$ cat src/rtl/adaptive_gain_scaler.sv
// Adaptive gain scaler: signed sample x (G+1), then a programmable left or
// arithmetic-right shift, saturated back to DATA_WIDTH. Three register ranks
// give a fixed two-clock latency from the accepting edge to the output edge.
module adaptive_gain_scaler #(
  parameter int unsigned DATA_WIDTH = 32
) (
  input  logic                  clk,
  input  logic                  rst,
  input  logic [DATA_WIDTH-1:0] sample_in,
  input  logic                  sample_valid_in,
  input  logic [7:0]            gain_control,
  output logic [DATA_WIDTH-1:0] sample_out,
  output logic                  sample_valid_out
);

  // Product needs DATA_WIDTH+4 bits for a 16x gain; one spare bit kept.
  localparam int unsigned PROD_W  = DATA_WIDTH + 5;
  // A left shift of up to 7 on the product must not drop any bits.
  localparam int unsigned SHIFT_W = PROD_W + 7;
  localparam int unsigned MULT_W  = 5;
  localparam int unsigned HI_W    = SHIFT_W - DATA_WIDTH + 1;

  // Capture rank: sample and its own gain word travel together.
  logic                         cap_valid;
  logic signed [DATA_WIDTH-1:0] cap_sample;
  logic [7:0]                   cap_gain;

  // Product rank: product plus the shift controls of the same sample.
  logic                         prod_valid;
  logic signed [PROD_W-1:0]     prod;
  logic                         prod_dir;
  logic [2:0]                   prod_shamt;

  // Combinational datapath nets.
  logic [MULT_W-1:0]            gain_mult_c;
  logic signed [PROD_W-1:0]     sample_ext_c;
  logic signed [PROD_W-1:0]     mult_ext_c;
  logic signed [PROD_W-1:0]     prod_c;
  logic signed [SHIFT_W-1:0]    shift_in_c;
  logic signed [SHIFT_W-1:0]    shifted_c;
  logic [HI_W-1:0]              shifted_hi_c;
  logic                         fits_c;
  logic [DATA_WIDTH-1:0]        sat_c;

  // Capture the sample together with its gain word; reset drops everything.
  always_ff @(posedge clk) begin
    if (rst) begin
      cap_valid  <= 1'b0;
      cap_sample <= '0;
      cap_gain   <= '0;
    end else begin
      cap_valid <= sample_valid_in;
      if (sample_valid_in) begin
        cap_sample <= signed'(sample_in);
        cap_gain   <= gain_control;
      end
    end
  end

  // Multiplier G+1 is 1..16, zero-extended so it stays positive.
  always_comb begin
    gain_mult_c  = MULT_W'({1'b0, cap_gain[7:4]}) + MULT_W'(1);
    sample_ext_c = {{(PROD_W - DATA_WIDTH){cap_sample[DATA_WIDTH-1]}}, cap_sample};
    mult_ext_c   = signed'({{(PROD_W - MULT_W){1'b0}}, gain_mult_c});
    prod_c       = sample_ext_c * mult_ext_c;
  end

  // Register the exact product and the shift controls that go with it.
  always_ff @(posedge clk) begin
    if (rst) begin
      prod_valid <= 1'b0;
      prod       <= '0;
      prod_dir   <= 1'b0;
      prod_shamt <= '0;
    end else begin
      prod_valid <= cap_valid;
      if (cap_valid) begin
        prod       <= prod_c;
        prod_dir   <= cap_gain[3];
        prod_shamt <= cap_gain[2:0];
      end
    end
  end

  // Shift on a sign-extended copy wide enough that no bit is lost.
  always_comb begin
    shift_in_c = {{(SHIFT_W - PROD_W){prod[PROD_W-1]}}, prod};
    if (prod_dir) begin
      shifted_c = shift_in_c >>> prod_shamt;
    end else begin
      shifted_c = shift_in_c << prod_shamt;
    end
  end

  // Value fits when every bit from the output sign bit upward agrees.
  always_comb begin
    shifted_hi_c = shifted_c[SHIFT_W-1:DATA_WIDTH-1];
    fits_c       = (&shifted_hi_c) | ~(|shifted_hi_c);
    if (fits_c) begin
      sat_c = shifted_c[DATA_WIDTH-1:0];
    end else if (shifted_c[SHIFT_W-1]) begin
      sat_c = {1'b1, {(DATA_WIDTH - 1){1'b0}}};
    end else begin
      sat_c = {1'b0, {(DATA_WIDTH - 1){1'b1}}};
    end
  end

  // Output rank: update only for a real sample, otherwise hold.
  always_ff @(posedge clk) begin
    if (rst) begin
      sample_out       <= '0;
      sample_valid_out <= 1'b0;
    end else begin
      sample_valid_out <= prod_valid;
      if (prod_valid) begin
        sample_out <= sat_c;
      end
    end
  end

endmodule

$ cat config.mk
export PLATFORM = sky130hd
export DESIGN_NAME = adaptive_gain_scaler
export DESIGN_NICKNAME = d
export VERILOG_FILES = /design/src/rtl/adaptive_gain_scaler.sv
export SDC_FILE = /design/constraint.sdc
export NUM_CORES = 1
export LEC_CHECK = 0
export CORE_MARGIN = 2
export CORE_UTILIZATION = 50
export CTS_BUF_LIST = sky130_fd_sc_hd__clkbuf_16
export CTS_CLUSTER_DIAMETER = 120
export DETAILED_ROUTE_END_ITERATION = 7
export PLACE_DENSITY_LB_ADDON = 0.08
export REMOVE_ABC_BUFFERS = 1
export SLEW_MARGIN = 5
export SYNTH_ARGS = -nofsm -noshare
export SYNTH_HDL_FRONTEND = slang
export SYNTH_SLANG_ARGS = --single-unit
$ cat constraint.sdc
create_clock -name clk -period 6 [get_ports clk]
set_input_delay 1.2 -clock clk [delete_from_list [all_inputs] [get_ports clk]]
set_output_delay 1.2 -clock clk [all_outputs]
set_load 0.1 [all_outputs]
==> results.sh, run 1 <==
export IMPL_synth_mux_area_share_pct=10.9
export IMPL_initial_utilization_pct=50.8
export IMPL_worstMarginPinSlew_ns=0.977
export IMPL_timing_max_cap_violations=0
export IMPL_final_max_slew_viol_count=0
export IMPL_postLayoutCoreUtil_pct=56.9
export IMPL_cp_max_fo=34
export IMPL_async_flop_share_pct=0
export IMPL_layout_cells_non_filler=1839
export IMPL_num_antenna_cells=0
export IMPL_global_route_wire_length_before_repair_um=48700
export IMPL_area_growth_syn_to_layout_pct=12.0
export IMPL_clock_tree_buffer_depth=2
export IMPL_detailedRoute_firstPassIterationCount=5
export IMPL_dp_final_hpwl_um=20700
export IMPL_nNetsFinal=1712
export IMPL_layout_drive_gt1_share_pct=6.01
export IMPL_ys_ff_latch=116
export IMPL_number_of_warnings_reported_in_the_yosys_synthesis_log=0
export IMPL_critical_path_start_end_classification="register to register"
export IMPL_run_status="completed"
export IMPL_clkLatencyLatePin_ns=0.44
export IMPL_max_clock_freq_mhz=178
export IMPL_synthesis_area_per_instance_um2=8.28
export IMPL_standard_cell_core_area_um2=24200
export IMPL_antenna_found_initial=0
export IMPL_num_io_pins=76
export IMPL_finalSetupViolCount=0
export IMPL_grt_start_max_net_pins=69
export IMPL_cts_root_buffer_cell="sky130_fd_sc_hd__clkbuf_16"
export IMPL_synth_compound_area_share_pct=15.5
export IMPL_postPlaceCellArea_um2=13200
export IMPL_port_buffers=75
export IMPL_tritoncts_clock_tree="yes"
export IMPL_finalCriticalPeriod_ns=5.61
export IMPL_globalRoute_totalOverflow=0
export IMPL_placed_cells=1807
export IMPL_layout_cell_area_non_filler_um2=13800
export IMPL_synth_edff_count=0
export IMPL_synth_area_um2=12300
export IMPL_finalWirelength_um=27900
export IMPL_yosysSeqAreaShare_pct=18.9
export IMPL_postSynthCellCount=1488
export IMPL_cts_num_sinks=116
export IMPL_power_static_leakage_nw=6.15
export IMPL_slew_headroom_pct=34.8
export IMPL_die_h_um=161
export IMPL_drt_antenna_violating_nets=0
export IMPL_h_tree_depth=4
export IMPL_crit_required_ns=6.28
export IMPL_std_cell_rows=57
export IMPL_hp_class="register to register"
export IMPL_number_of_global_route_vias_before_repair=9607
export IMPL_post_synth_and_or_nand_nor_area_fraction_pct=21.9
export IMPL_post_synth_num_cell_types=73
export IMPL_synth_top_flop_cell="sky130_fd_sc_hd__dfxtp_1"
export IMPL_path_clk_slew_ns=0.07
export IMPL_average_detailed_routed_wire_length_per_instance_um=15.2
export IMPL_start_kind="register"
export IMPL_gp_routability_congestion=0.881
export IMPL_detailroute_via_count=9984
export IMPL_powerDensity_nw_per_um2=192
export IMPL_timing_reg2reg_setup_slack_ns=0.39
export IMPL_synthesized_area_fraction_occupied_by_adder_cells_pct=22.8
export IMPL_vias_per_cell=5.43
export IMPL_clock_skew_final_ns=0.0159
export IMPL_critical_path_endpoint_type="register"
export IMPL_nFillCells=2311
export IMPL_yosys_top_cell_area_share_pct=18.9
export IMPL_worst_ir_drop_vdd_uv=161
export IMPL_cts_buffers_inserted=17
export IMPL_detail_route_iter0_violations=500
export IMPL_hold_viol_final=0
export IMPL_final_period_utilization_pct=93.5
export IMPL_grt_use_total_pct=22.6
export IMPL_layout_setup_ws_ns=0.388
export IMPL_main_area_contributors_after_synthesis="sky130_fd_sc_hd__dfxtp_1 (19%), sky130_fd_sc_hd__fa_1 (16%), sky130_fd_sc_hd__mux2i_1 (7.7%)"
export IMPL_synth_top_cell_by_area="sky130_fd_sc_hd__dfxtp_1"
export IMPL_design_die_area_um2=25900
export IMPL_crit_arrival_ns=5.89
export IMPL_main_combinational_cell_family_by_area_after_synthesis="adder cells"
export IMPL_floorplan_die_width_um=161
export IMPL_pre_cts_slack_ns=0.338
export IMPL_drc=0
export IMPL_rsz0062_at_grt="false"
export IMPL_synth_xor_area_share_pct=1.85
-- cells in the mapped netlist, drive strengths merged (6+ instances only) --
| cell | count |
|---|---|
| a211oi | 43 |
| a21o | 23 |
| a21oi | 51 |
| a311oi | 14 |
| a31o | 6 |
| and2 | 101 |
| and3 | 11 |
| buf | 25 |
| clkbuf | 70 |
| dfxtp | 116 |
| fa | 96 |
| ha | 71 |
| inv | 163 |
| mux2 | 13 |
| mux2i | 95 |
| mux4 | 10 |
| nand2 | 79 |
| nand2b | 18 |
| nand3 | 6 |
| nand3b | 10 |
| nand4 | 10 |
| nor2 | 172 |
| nor2b | 71 |
| nor3 | 20 |
| nor3b | 7 |
| o211ai | 8 |
| o21a | 7 |
| o21ai | 42 |
| o22ai | 19 |
| o311ai | 21 |
| or3 | 7 |
| xnor2 | 17 |
| xor2 | 9 |
-- path summary, 6_finish.rpt --
path	endpoint	from	cells past startpoint
worst min register to register	sample_out[4]	sample_out[4]	2
worst min-delay path	sample_out[4]	sample_out[4]	2
worst max-delay path	prod[19]	cap_gain[4]	18
worst max register to register	prod[19]	cap_gain[4]	18
-- what timing repair did --
action                     in CTS  in global routing
buffers inserted                0                  0
hold endpoints to repair        0                  0
resized for setup               0                  2
setup endpoints to repair       0                  4
hold buffers                    0                  0
-- area by class of cell --
| type | count | area [µm²] | area share (%) |
|---|---|---|---|
| Clock buffer | 17 | 425 | 3.08 |
| Timing Repair Buffer | 90 | 856 | 6.20 |
| Tap cell | 324 | 405 | 2.94 |
| Inverter | 164 | 616 | 4.46 |
| Sequential cell | 116 | 2330 | 16.9 |
| Multi-Input combinational cell | 1113 | 8990 | 65.2 |
| Clock inverter | 15 | 168 | 1.22 |
-- sequential cells by signal (all words and copies together), names as in the netlist --
| name | cells |
|---|---|
| prod | 37 |
| cap_sample | 32 |
| sample_out | 32 |
| prod_shamt | 3 |
| cap_gain | 8 |
| prod_valid | 1 |
| cap_valid | 1 |
| prod_dir | 1 |
| sample_valid_out | 1 |
-- stage by stage --
step / hold WS [ns] / setup TNS, ns / power (mW)
after global routing: 0.506 / 0 / 2.80
after floorplan: 0.460 / -0.0224 / 1.39
after CTS: 0.485 / 0 / 2.68
after detailed placement: 0.476 / 0 / 1.60
final: 0.480 / 0 / 2.65
after global placement: 0.474 / 0 / 1.58
-- cell usage in the layout (no fill, tap or decap), drive strengths merged, types with 51 or more instances in the layout --
master | netlist | routed
nor2 | 172 | 172
inv | 163 | 171
dfxtp | 116 | 116
and2 | 101 | 101
fa | 96 | 96
mux2i | 95 | 95
nand2 | 79 | 79
clkdlybuf4s50 | 0 | 73
nor2b | 71 | 71
ha | 71 | 71
a21oi | 51 | 51
-- logic make-up after synthesis --
family / count (synthesis)
AND/OR/NAND/NOR: 527
AO/OA/AOI/OAI: 275
buffers and inverters: 259
adder cells (fa/ha/maj): 167
multiplexers: 118
flip-flops: 116
XOR/XNOR: 26
-- metal layers --
| metal | GRT usage, % | routed length (µm) | vias to the layer above |
|---|---|---|---|
| met3 | 3.59 | 933 | 15 |
| li1 | - | - | 5093 |
| met4 | 5.19 | 277 | 0 |
| met1 | 34.0 | 14700 | 4695 |
| met5 | 0 | 0 | - |
| met2 | 34.2 | 12000 | 181 |
-- power breakdown --
group	switching, mW	internal, mW	leakage (nW)
Combinational	0.439	0.273	4.91
Clock	0.449	0.623	0.288
Sequential	0.0513	0.814	0.952
Total	0.939	1.71	6.15
-- worst max-delay path, cell delays in order, from the launching register on --
cell and delay, ns:
sky130_fd_sc_hd__dfxtp_1 0.33, sky130_fd_sc_hd__buf_4 0.37, sky130_fd_sc_hd__nand3_1 0.19, sky130_fd_sc_hd__xor2_2 0.36, sky130_fd_sc_hd__nor2b_1 0.09, sky130_fd_sc_hd__ha_1 0.30
sky130_fd_sc_hd__fa_1 0.48, sky130_fd_sc_hd__inv_1 0.05, sky130_fd_sc_hd__fa_1 0.47, sky130_fd_sc_hd__inv_1 0.04, sky130_fd_sc_hd__ha_1 0.33, sky130_fd_sc_hd__a21o_1 0.20
sky130_fd_sc_hd__a221oi_1 0.55, sky130_fd_sc_hd__o21ai_0 0.24, sky130_fd_sc_hd__o21ai_0 0.46, sky130_fd_sc_hd__o21ai_0 0.29, sky130_fd_sc_hd__a21boi_0 0.40, sky130_fd_sc_hd__or4b_2 0.19
sky130_fd_sc_hd__o311ai_0 0.11
(Power assumes the default switching activity.)
==> run 2, diff against run 1 <==
MAX_ROUTING_LAYER = met4   (was unset)
==> run 2 against run 1 <==
  * Global-route usage rose by 0.67 points
  * Sequential power is essentially flat
  * Maximum frequency about the same
  * Combinational power barely moved
  * Critical path depth did not move
  * Die area unchanged
  * Via count down 0.16%
  * Non-clock buffer count stayed put
  * Clock power about the same
  * Critical path type unchanged
  * Largest power group unchanged
==> results.sh, run 2 (synthesis results as in run 1) <==
export IMPL_detailroute_via_count=9968
export IMPL_layout_drive_gt1_share_pct=6.01
export IMPL_clock_skew_final_ns=0.0157
export IMPL_drt_antenna_violating_nets=0
export IMPL_antenna_found_initial=0
export IMPL_worst_path_most_repeated_cell="sky130_fd_sc_hd__o21ai_0"
export IMPL_slew_headroom_pct=34.4
export IMPL_floorplan_die_width_um=161
export IMPL_drc=0
export IMPL_standard_cell_core_area_um2=24200
export IMPL_final_period_utilization_pct=93.5
export IMPL_finalSetupTns_ns=0
export IMPL_critical_path_buf_inv_count=3
export IMPL_num_io_pins=76
export IMPL_start_kind="register"
export IMPL_largest_register_ffs=37
export IMPL_tritoncts_clock_tree="yes"
export IMPL_cts_root_buffer_cell="sky130_fd_sc_hd__clkbuf_16"
export IMPL_clock_tree_buffer_depth=2
export IMPL_vias_per_cell=5.42
export IMPL_max_flop_register="prod"
export IMPL_critical_path_top_delay_family="compound AO/OA/AOI/OAI gates"
export IMPL_die_h_um=161
export IMPL_layout_cells_most_common_list="sky130_fd_sc_hd__nor2_1 (172), sky130_fd_sc_hd__inv_1 (162), sky130_fd_sc_hd__dfxtp_1 (111), sky130_fd_sc_hd__and2_1 (101), sky130_fd_sc_hd__fa_1 (96)"
export IMPL_commonest_non_fill_non_tap_cell_in_the_layout="sky130_fd_sc_hd__nor2_1"
export IMPL_grt_use_total_pct=23.3
export IMPL_gp_routability_congestion=0.896
export IMPL_finalSetupViolCount=0
export IMPL_global_route_wire_length_before_repair_um=48800
export IMPL_power_static_leakage_nw=6.15
export IMPL_max_stage_delay_ns=0.55
export IMPL_fin_worst_hold_slack_ns=0.480
export IMPL_worst_ir_drop_vdd_uv=160
export IMPL_cts_buffers_inserted=17
export IMPL_detail_route_iter0_violations=493
export IMPL_max_clock_freq_mhz=178
export IMPL_hp_class="register to register"
export IMPL_finalCriticalPeriod_ns=5.61
export IMPL_crit_slowest_cell="sky130_fd_sc_hd__a221oi_1"
export IMPL_crit_required_ns=6.28
export IMPL_worstMarginPinSlew_ns=0.984
export IMPL_nNetsFinal=1712
export IMPL_series_of_cell_instances_along_the_critical_path="buf_4 > nand3_1 > xor2_2 > nor2b_1 > ha_1 > fa_1 > inv_1 > fa_1 > inv_1 > ha_1 > a21o_1 > a221oi_1 > o21ai_0 > o21ai_0 > o21ai_0 > a21boi_0 > or4b_2 > o311ai_0"
export IMPL_layout_cells_non_filler=1839
export IMPL_clkLatencyLatePin_ns=0.43
export IMPL_finalWirelength_um=27900
export IMPL_hold_viol_final=0
export IMPL_placed_cells=1807
export IMPL_critical_path_start_end_classification="register to register"
export IMPL_largest_registers_in_the_final_layout="prod x37, cap_sample x32, sample_out x32"
export IMPL_hold_depth=2
export IMPL_reg2reg_depth=18
export IMPL_grt_start_max_net_pins=69
export IMPL_average_detailed_routed_wire_length_per_instance_um=15.2
export IMPL_cts_num_sinks=116
export IMPL_rsz0062_at_grt="false"
export IMPL_critical_path_endpoint_type="register"
export IMPL_std_cell_rows=57
export IMPL_crit_cells=18
export IMPL_path_clk_slew_ns=0.07
export IMPL_number_of_global_route_vias_before_repair=9623
export IMPL_h_tree_depth=4
export IMPL_port_buffers=75
export IMPL_timing_max_cap_violations=0
export IMPL_powerDensity_nw_per_um2=192
export IMPL_run_status="completed"
export IMPL_crit_arrival_ns=5.88
export IMPL_area_growth_syn_to_layout_pct=12.0
export IMPL_detailedRoute_firstPassIterationCount=5
export IMPL_initial_utilization_pct=50.8
export IMPL_cp_max_fo=34
export IMPL_num_antenna_cells=0
export IMPL_globalRoute_totalOverflow=0
export IMPL_dp_final_hpwl_um=20700
export IMPL_report_power_total_mw=2.65
export IMPL_final_max_slew_viol_count=0
export IMPL_design_die_area_um2=25900
==> run 2: cell counts in the layout (fill, tap and decap cells not counted) <==
Identical to the previous run, type by type.
==> run 2: per-stage QoR <==
stage / utilization [%] / worst slack, ns / area, µm²
6_report: 56.9 / 0.392 / 13800
5_1_grt: 56.9 / 0.0393 / 13800
4_1_cts: 56.9 / 0.307 / 13800
3_5_place_dp: 54.4 / 0.338 / 13200
3_3_place_gp: 54.4 / 0.542 / 13200
2_1_floorplan: - / -0.0224 / 11900
==> run 2: routing by layer <==
| layer | GRT usage, % | part of all wire [%] | vias up |
|---|---|---|---|
| met5 | - | 0 | - |
| met4 | 5.44 | 1.1 | 0 |
| met3 | 3.23 | 2.9 | 19 |
| met2 | 34.2 | 43 | 160 |
| met1 | 34.1 | 53 | 4695 |
| li1 | - | - | 5094 |
==> run 2: power by group <==
| part | switching [mW] | internal (mW) | total (mW) | leakage (nW) |
|---|---|---|---|---|
| Clock | 0.448 | 0.623 | 1.07 | 0.288 |
| Combinational | 0.439 | 0.273 | 0.713 | 4.91 |
| Sequential | 0.0514 | 0.814 | 0.866 | 0.952 |
| Total | 0.939 | 1.71 | 2.65 | 6.15 |
==> run 2: what timing repair did <==
| action | 4_1_cts | 5_1_grt |
|---|---|---|
| setup endpoints to repair | 0 | 4 |
| hold buffers | 0 | 0 |
| buffers inserted | 0 | 0 |
| gates resized for setup | 0 | 2 |
==> run 2: cell type report <==
type	instances	area [µm²]
timing repair buffer	90	856
fill	2311	10500
clock inverter	15	168
sequential	116	2330
inverter	164	616
multi-input combinational	1113	8990
tap	324	405
clock buffer	17	425
==> run 2: worst register-to-register path: stages, from the launching register on <==
cell                       delay [ns]
sky130_fd_sc_hd__dfxtp_1         0.33
sky130_fd_sc_hd__buf_4           0.36
sky130_fd_sc_hd__nand3_1         0.19
sky130_fd_sc_hd__xor2_2          0.36
sky130_fd_sc_hd__nor2b_1         0.09
sky130_fd_sc_hd__ha_1            0.30
sky130_fd_sc_hd__fa_1            0.48
sky130_fd_sc_hd__inv_1           0.05
sky130_fd_sc_hd__fa_1            0.47
sky130_fd_sc_hd__inv_1           0.04
sky130_fd_sc_hd__ha_1            0.33
sky130_fd_sc_hd__a21o_1          0.20
sky130_fd_sc_hd__a221oi_1        0.55
sky130_fd_sc_hd__o21ai_0         0.24
sky130_fd_sc_hd__o21ai_0         0.46
sky130_fd_sc_hd__o21ai_0         0.29
sky130_fd_sc_hd__a21boi_0        0.40
sky130_fd_sc_hd__or4b_2          0.19
sky130_fd_sc_hd__o311ai_0        0.10
==> run 2: worst paths after layout <==
kind	startpoint	end	slack, ns
worst min register to register	sample_out[4]	sample_out[4]	0.48
worst max-delay path	cap_gain[4]	prod[19]	0.39
worst min-delay path	sample_out[4]	sample_out[4]	0.48
worst max register to register	cap_gain[4]	prod[19]	0.39
==> run 3, diff against run 2 <==
CELL_PAD_IN_SITES_DETAIL_PLACEMENT = 0   (was unset)
CELL_PAD_IN_SITES_GLOBAL_PLACEMENT = 2   (was unset)
CORE_UTILIZATION = 38   (was 50)
CTS_CLUSTER_SIZE = 16   (was unset)
==> run 3 against run 2 <==
  * Final area increased by 0.74%
  * Die area is 31% higher
  * Clock-buffer cell count is the same
  * Clock skew is 0.0050 ns lower
  * Core utilization down 13 points
  * First-iteration DRC count down 5.5%
  * Global-route usage down 3.8 points
  * Hold slack better by 0.0017 ns
  * Register-to-register slack better by 0.08 ns
  * Maximum frequency up 1.4%
  * Critical path type unchanged
  * Critical endpoint is now prod[33]
==> results.sh, run 3 (synthesis results as in run 1) <==
export IMPL_antenna_found_initial=0
export IMPL_max_flop_register="prod"
export IMPL_num_io_pins=76
export IMPL_layout_drive_gt1_share_pct=5.80
export IMPL_hp_class="register to register"
export IMPL_hold_viol_final=0
export IMPL_cts_buffers_inserted=17
export IMPL_drc=0
export IMPL_cp_max_fo=34
export IMPL_critical_path_top_delay_family="compound AO/OA/AOI/OAI gates"
export IMPL_global_route_wire_length_before_repair_um=51700
export IMPL_finalSetupTns_ns=0
export IMPL_critical_path_buf_inv_count=3
export IMPL_clock_tree_buffer_depth=2
export IMPL_finalCriticalPeriod_ns=5.53
export IMPL_total_switching_power_mw=0.903
export IMPL_finalWirelength_um=30800
export IMPL_power_share_combinational_pct=27.5
export IMPL_power_switching_share_pct=34.3
export IMPL_cts_hold_buffers_added=0
export IMPL_design_die_area_um2=33900
export IMPL_gp_routability_congestion=0.805
export IMPL_grt_start_max_net_pins=70
export IMPL_largest_register_ffs=37
export IMPL_num_antenna_cells=0
export IMPL_seq_area_um2=2330
export IMPL_floorplan_die_width_um=184
export IMPL_std_cell_rows=65
export IMPL_layout_cell_area_non_filler_um2=13900
export IMPL_worst_ir_drop_vdd_uv=184
export IMPL_worstMarginPinSlew_ns=0.996
export IMPL_vias_per_cell=5.19
export IMPL_path_clk_slew_ns=0.06
export IMPL_powerDensity_nw_per_um2=189
export IMPL_tritoncts_clock_tree="yes"
export IMPL_area_growth_syn_to_layout_pct=12.8
export IMPL_average_detailed_routed_wire_length_per_instance_um=16.1
export IMPL_critical_path_endpoint_type="register"
export IMPL_number_of_global_route_vias_before_repair=9627
export IMPL_standard_cell_core_area_um2=31700
export IMPL_commonest_non_fill_non_tap_cell_in_the_layout="sky130_fd_sc_hd__nor2_1"
export IMPL_clkLatencyLatePin_ns=0.44
export IMPL_drt_antenna_violating_nets=0
export IMPL_dp_final_hpwl_um=23300
export IMPL_layout_cells_most_common_list="sky130_fd_sc_hd__nor2_1 (172), sky130_fd_sc_hd__inv_1 (166), sky130_fd_sc_hd__dfxtp_1 (111), sky130_fd_sc_hd__and2_1 (101), sky130_fd_sc_hd__fa_1 (96)"
export IMPL_run_status="completed"
export IMPL_power_static_leakage_nw=6.17
export IMPL_detailroute_via_count=9959
export IMPL_slew_headroom_pct=33.6
export IMPL_power_report_internal_total_mw=1.73
export IMPL_worst_path_most_repeated_cell="sky130_fd_sc_hd__o21ai_0"
export IMPL_timing_max_cap_violations=0
export IMPL_nNetsFinal=1716
export IMPL_finalSetupViolCount=0
export IMPL_globalRoute_totalOverflow=0
export IMPL_nFillCells=3178
export IMPL_crit_slowest_cell="sky130_fd_sc_hd__a221oi_1"
export IMPL_port_buffers=75
export IMPL_detailedRoute_firstPassIterationCount=5
export IMPL_clock_skew_final_ns=0.0107
export IMPL_postPlaceCellArea_um2=13300
export IMPL_max_stage_delay_ns=0.50
export IMPL_cts_root_buffer_cell="sky130_fd_sc_hd__clkbuf_16"
export IMPL_critical_path_start_end_classification="register to register"
export IMPL_cts_num_sinks=116
export IMPL_start_kind="register"
export IMPL_grt_use_total_pct=19.5
export IMPL_series_of_cell_instances_along_the_critical_path="buf_4 > nand3_1 > xor2_2 > nor2b_1 > ha_1 > fa_1 > inv_1 > fa_1 > inv_1 > ha_1 > a21o_1 > a221oi_1 > o21ai_0 > o21ai_0 > o21ai_0 > a41oi_1 > nor4b_1 > a211o_1"
export IMPL_largest_registers_in_the_final_layout="prod x37, cap_sample x32, sample_out x32"
export IMPL_power_sequential_fraction_pct=33.0
export IMPL_initial_utilization_pct=38.8
export IMPL_share_clk_of_total_power_pct=39.5
export IMPL_max_clock_freq_mhz=181
export IMPL_multi_input_comb_area_um2=8990
export IMPL_crit_arrival_ns=5.87
export IMPL_die_h_um=184
export IMPL_detail_route_iter0_violations=466
export IMPL_h_tree_depth=4
export IMPL_final_max_slew_viol_count=0
export IMPL_final_period_utilization_pct=92.2
export IMPL_crit_required_ns=6.33
export IMPL_rsz0062_at_grt="false"
-- run 3: changes by cell type in the layout (fill, tap and decap cells not counted) --
cell and change:
sky130_fd_sc_hd__xor2_2 -1, sky130_fd_sc_hd__buf_4 +4, sky130_fd_sc_hd__inv_4 -1, sky130_fd_sc_hd__inv_8 -1, sky130_fd_sc_hd__inv_6 -6, sky130_fd_sc_hd__xor2_1 +1, sky130_fd_sc_hd__clkinv_4 -1, sky130_fd_sc_hd__bufinv_16 +1
sky130_fd_sc_hd__inv_1 +4, sky130_fd_sc_hd__clkinvlp_4 +2
-- run 3: metrics by stage --
step | hold slack, ns | worst slack [ns] | util, % | power, mW | cells
3_5_place_dp | 0.477 | 0.418 | 42.0 | 1.61 | 1889
6_report | 0.482 | 0.469 | 43.8 | 2.63 | 1919
3_3_place_gp | 0.476 | 0.513 | 42.0 | 1.61 | 1889
5_1_grt | 0.503 | 0.0280 | 43.8 | 2.79 | 1919
2_1_floorplan | 0.460 | -0.0224 | - | 1.39 | 1393
4_1_cts | 0.485 | 0.399 | 43.8 | 2.67 | 1919
-- run 3: path summary, 6_finish.rpt --
path	start	to	slack (ns)	cells after the start
min	sample_out[14]	sample_out[14]	0.48	2
min reg2reg	sample_out[14]	sample_out[14]	0.48	2
max reg2reg	cap_gain[4]	prod[33]	0.47	18
max	cap_gain[4]	prod[33]	0.47	18
-- run 3: repair_timing --
action	CTS	global route
setup endpoints to repair	0	1
setup buffers	0	0
resized for setup	0	1
endpoints found under the hold margin	0	0
-- run 3: area by class of cell --
class	count	share of cell area, %
well taps	402	3.62
inverters	164	4.43
clock buffers	17	3.06
flip-flops and latches	116	16.8
repair buffers	94	6.37
clock inverters	13	1.07
multi-input cells	1113	64.7
-- run 3: power groups by stage --
stage          sequential, mW  clock [mW]  combinational (mW)
2_1_floorplan           0.977           0               0.415
3_3_place_gp            0.886           0               0.724
3_5_place_dp            0.886           0               0.728
4_1_cts                 0.870        1.07               0.731
5_1_grt                 0.877        1.10               0.807
6_report                0.869        1.04               0.724
-- run 3: layer usage --
metal	vias up	global-route usage [%]	part of all wire, %
met1	4706	28.6	54
met5	-	-	0
met3	22	2.42	2.6
met2	140	28.2	42
met4	0	4.86	1.2
li1	5091	-	-
-- run 3: worst reg2reg max path: stages, from the launching register on --
cell and delay, ns:
sky130_fd_sc_hd__dfxtp_1 0.34, sky130_fd_sc_hd__buf_4 0.36, sky130_fd_sc_hd__nand3_1 0.19, sky130_fd_sc_hd__xor2_2 0.35
sky130_fd_sc_hd__nor2b_1 0.09, sky130_fd_sc_hd__ha_1 0.30, sky130_fd_sc_hd__fa_1 0.48, sky130_fd_sc_hd__inv_1 0.05
sky130_fd_sc_hd__fa_1 0.47, sky130_fd_sc_hd__inv_1 0.04, sky130_fd_sc_hd__ha_1 0.33, sky130_fd_sc_hd__a21o_1 0.20
sky130_fd_sc_hd__a221oi_1 0.50, sky130_fd_sc_hd__o21ai_0 0.22, sky130_fd_sc_hd__o21ai_0 0.44, sky130_fd_sc_hd__o21ai_0 0.28
sky130_fd_sc_hd__a41oi_1 0.46, sky130_fd_sc_hd__nor4b_1 0.10, sky130_fd_sc_hd__a211o_1 0.24
